$ cat src/rtl/fetch_fifo.sv
// -----------------------------------------------------------------------------
// fetch_fifo: small synchronous FIFO that decouples the instruction frontend
// from the instruction realigner.
//
// fetch_fifo_pkg holds the frontend_fetch_t entry type shared with the
// frontend, the realigner and the testbench.
//
// Ports:
//   clk_i        clock, all state updates on the rising edge
//   rst_ni       asynchronous active-low reset (clears pointers and counter)
//   flush_i      discard every buffered entry; beats push and pop
//   in_entry_i   fetch entry from the frontend
//   in_valid_i   in_entry_i is valid
//   in_ready_o   FIFO accepts in_entry_i this cycle
//   out_entry_o  head entry (read straight from storage)
//   out_valid_o  out_entry_o is valid
//   out_ack_i    realigner consumed the head entry (pop)
//   usage_o      number of occupied entries
//   empty_o      usage_o == 0
//   full_o       usage_o == DEPTH
// -----------------------------------------------------------------------------
package fetch_fifo_pkg;
  typedef struct packed {
    logic [31:0] address;
    logic [31:0] instruction;
    logic        branch_predict;
    logic        bp_taken;
    logic        page_fault;
    logic [3:0]  id;
  } frontend_fetch_t;
endpackage

module fetch_fifo
  import fetch_fifo_pkg::*;
#(
  parameter int DEPTH = 4
) (
  input  logic                       clk_i,
  input  logic                       rst_ni,
  input  logic                       flush_i,
  input  frontend_fetch_t            in_entry_i,
  input  logic                       in_valid_i,
  output logic                       in_ready_o,
  output frontend_fetch_t            out_entry_o,
  output logic                       out_valid_o,
  input  logic                       out_ack_i,
  output logic [$clog2(DEPTH):0]     usage_o,
  output logic                       empty_o,
  output logic                       full_o
);

  localparam int PW = $clog2(DEPTH);
  localparam int CW = PW + 1;

  frontend_fetch_t r_mem [DEPTH];
  logic [PW-1:0]   r_rd_ptr;
  logic [PW-1:0]   r_wr_ptr;
  logic [CW-1:0]   r_count;

  logic            w_full;
  logic            w_empty;
  logic            w_push;
  logic            w_pop;
  logic [CW-1:0]   w_count_nxt;

  assign w_full  = (r_count == CW'(DEPTH));
  assign w_empty = (r_count == {CW{1'b0}});

  // Flush masks both handshakes so a flushing cycle neither accepts nor
  // presents data. Full blocks writes even when a pop happens the same cycle.
  assign in_ready_o  = !w_full && !flush_i;
  assign out_valid_o = !w_empty && !flush_i;
  assign w_push      = in_valid_i && in_ready_o;
  assign w_pop       = out_ack_i && out_valid_o;

  assign out_entry_o = r_mem[r_rd_ptr];
  assign usage_o     = r_count;
  assign empty_o     = w_empty;
  assign full_o      = w_full;

  // Next occupancy: simultaneous push and pop leave it unchanged. Push is
  // gated by !full and pop by !empty, so the counter cannot leave 0..DEPTH.
  always_comb begin
    w_count_nxt = r_count;
    case ({w_push, w_pop})
      2'b10:   w_count_nxt = r_count + CW'(1);
      2'b01:   w_count_nxt = r_count - CW'(1);
      default: w_count_nxt = r_count;
    endcase
  end

  // Pointer and occupancy state; DEPTH is a power of two so pointers wrap
  // naturally from DEPTH-1 to 0.
  always_ff @(posedge clk_i or negedge rst_ni) begin
    if (!rst_ni) begin
      r_rd_ptr <= {PW{1'b0}};
      r_wr_ptr <= {PW{1'b0}};
      r_count  <= {CW{1'b0}};
    end else if (flush_i) begin
      r_rd_ptr <= {PW{1'b0}};
      r_wr_ptr <= {PW{1'b0}};
      r_count  <= {CW{1'b0}};
    end else begin
      if (w_push) begin
        r_wr_ptr <= r_wr_ptr + PW'(1);
      end
      if (w_pop) begin
        r_rd_ptr <= r_rd_ptr + PW'(1);
      end
      r_count <= w_count_nxt;
    end
  end

  // Entry storage; contents are don't-care until written, so no reset.
  always_ff @(posedge clk_i) begin
    if (w_push) begin
      r_mem[r_wr_ptr] <= in_entry_i;
    end
  end

endmodule

$ cat config.mk
export PLATFORM = sky130hd
export DESIGN_NAME = fetch_fifo
export DESIGN_NICKNAME = d
export VERILOG_FILES = /design/src/rtl/fetch_fifo.sv
export SDC_FILE = /design/constraint.sdc
export NUM_CORES = 1
export LEC_CHECK = 0
export CORE_AREA = 2 2 159 161
export CTS_CLUSTER_SIZE = 28
export DETAILED_ROUTE_END_ITERATION = 8
export DIE_AREA = 0 0 161 163
export PLACE_DENSITY = 0.7
export REMOVE_ABC_BUFFERS = 1
export SLEW_MARGIN = 40
export SYNTH_ARGS = -nofsm -noshare
export SYNTH_HDL_FRONTEND = slang
export SYNTH_SLANG_ARGS = --single-unit
$ cat constraint.sdc
create_clock -name clk_i -period 3.98 [get_ports clk_i]
set_input_delay 0.597 -clock clk_i [delete_from_list [all_inputs] [get_ports clk_i]]
set_output_delay 0.597 -clock clk_i [all_outputs]
set_load 0.05 [all_outputs]
==> out/qor.yml <==
ys_seq_area_share_pct: 80.0
core_sq_mm: 0.0247
yosys.area.top_type: "edfxtp_1"
grtUsageTotal_pct: 15.9
reg2reg_slack_ns: 1.45
p_int_w: 0.00534
drive_above_1_share_pct: 20.9
setup_viol: 0
numCtsBuffers: 29
synthTopCellsByArea: "edfxtp_1, mux4_2, dfrtp_1"
die_area_sq_mm: 0.0262
syn_area_per_cell_sq_um: 25.0
fillers: 1880
grt_start_max_net_pins: 56
yosysWarnings: 0
clock_latency_ns: 0.52
seqPwrFrac_pct: 48.9
ctsResizeCount: 0
grt_pass1_vias: 5495
crit_arrival_ns: 2.96
fin_setup_tns_ns: 0
critPathCaptureType: "output pin"
reg2reg_depth: 4
drtAntennaViolNets: 0
max_slew.worst_pin.slew_ns: 0.788
synth.ff_latch_count: 291
crit_fanout: 17
p_leak_nw: 4.30
ys_types: 35
synth_top_cell_area_share_pct: 78.4
multiInputGateArea_sq_mm: 0.00196
max-cap-violations: 0
io_buffers: 153
root_buffer: "clkbuf_16"
rsz0062_at_grt: "no"
grt_pass1_wl_um: 31600
fp.dieH_um: 163
p_clk_share_pct: 32.2
syn_inst: 435
slew_headroom_pct: 47.5
drv_slew: 0
postLayoutSetupSlackWorst_ns: 0.426
place_hpwl_um: 13200
first_iter_violations: 324
start_util_pct: 44.1
combinationalPowerShare_pct: 18.8
holdCritPathClass: "input pin to asynchronous set/reset pin"
hold_viol: 0
cts_sinks: 291
swShare_pct: 26.3
drc_errors: 0
period_minus_slack_ns: 3.55
min_period_over_period_pct: 89.3
regArea_sq_mm: 0.00871
hold_buffers: 0
antenna_found_initial: 0
utilization_pct: 55.2
viasPerCell: 5.21
pre_cts_ws_ns: 0.593
skew_ns: 0.00690
num_rows: 58
overflow: 0
num_vias: 5013
drt_wl_total_um: 20800
crit_required_ns: 3.38
syn-cell-area_sq_mm: 0.0109
start_kind: "register"
path_class: "register to output pin"
p_switching_w: 0.00190
final_nets: 696
num_io_pins: 154
path_clk_slew_ns: 0.06
status: "complete, no violations"
gp_congestion: 0.757
fmax_ghz: 0.281
first_pass_iters: 4
area_growth_pct: 25.2
cts_max_path_buffers: 3
post_cts_buffers: 0
ir_drop_v: 0.000277
cts_tree: "done"
wl_per_cell_um: 21.7
htreeDepth: 1
die_x_um: 161
powerDensity_mw_per_mm2: 532
[worst paths after layout]
check	from	to
min in group clk_i	r_wr_ptr[1]	r_wr_ptr[1]
worst max-delay path	r_rd_ptr[0]	out_entry_o[70]
worst max register to register	usage_o[1]	r_mem[1][50]
max in group asynchronous	rst_ni	r_rd_ptr[1]
worst min-delay path	rst_ni	usage_o[0]
worst min register to register	r_wr_ptr[1]	r_wr_ptr[1]
[layout make-up]
type                            count  share of cell area [%]
Clock inverter                     16                   0.551
Antenna cell                        1                  0.0184
Inverter                            5                   0.138
Tap cell                          330                    3.03
Clock buffer                       32                    5.41
Sequential cell                   291                    63.9
Timing Repair Buffer              168                    12.5
Multi-Input combinational cell    120                    14.4
[layout by cell type (no fill, tap or decap), drive strengths merged, types with 2 or more instances in the layout]
master,netlist,layout
nand2,3,3
buf,17,15
clkdlybuf4s50,0,153
mux4,71,71
inv,5,5
a21oi,5,5
and2,5,5
nor2,7,7
clkinv,0,15
xor2,3,3
xnor2,2,2
clkbuf,2,32
ha,4,4
nand2b,2,2
nor3,2,2
nand3b,2,2
dfrtp,7,7
edfxtp,284,284
[per-stage QoR]
step	std cells	area, sq um	total power [W]	hold WS (ns)
2_1_floorplan	416	10700	0.00448	0.301
3_3_place_gp	913	12800	0.00496	0.596
3_5_place_dp	913	12800	0.00499	0.637
4_1_cts	961	13600	0.00732	0.333
5_1_grt	962	13600	0.00749	0.349
6_report	963	13600	0.00724	0.356
[cells in the mapped netlist]
cell and instances:
or3_4 1, o21a_1 1, o2111ai_1 1, nand3b_1 2, xor2_1 3, fa_1 1, o21ai_0 1, o221ai_1 1
o22ai_1 1, nand2_1 3, mux4_1 1, a2111oi_2 1, edfxtp_1 284, nand3_1 1, o31ai_1 1, nor2_1 7
buf_2 8, clkbuf_2 1, a21oi_1 5, and2_1 5, a21o_1 1, mux4_2 70, ha_1 4, inv_1 5
nor2b_1 1, nand2b_1 2, dfrtp_1 7, nor3b_1 1, buf_4 1, nand4_1 1, nor3_1 2, xnor2_1 2
clkbuf_1 1, buf_6 1, buf_12 7
[registers in the layout, indices dropped and copies added, names as in the netlist]
signal and cells:
usage_o 3, r_mem 284, r_wr_ptr 2, r_rd_ptr 2
[worst max-delay path, stage by stage (launching register included)]
cell and delay [ns]:
dfrtp_4 0.66, buf_4 0.37, mux4_1 0.67, clkdlybuf4s50_1 0.74
[routing by layer]
metal / vias up / global-route usage (%) / routed length, um
met4: 0 / 4.34 / 413
met1: 2611 / 21.1 / 8690
met5: - / 0 / 0
met3: 30 / 3.95 / 1420
li1: 2206 / - / -
met2: 166 / 26.6 / 10300
[power by group through the flow]
stage               logic [W]  clock network [W]  registers, W
finish                0.00137            0.00233       0.00354
global route          0.00143            0.00251       0.00356
CTS                   0.00138            0.00239       0.00355
detailed placement    0.00137                  0       0.00362
global placement      0.00136                  0       0.00361
floorplan            0.000823                  0       0.00366
[logic make-up after synthesis]
logic type	synth area share, %
adders and majority gates	0.644
DFF	80.0
and+or+nand+nor	1.31
muxes	14.7
AOI/OAI and AO/OA	0.839
xor gates and xnor gates	0.403
buffers and inverters	2.08
Note: power is estimated with default switching activity, not from simulation.
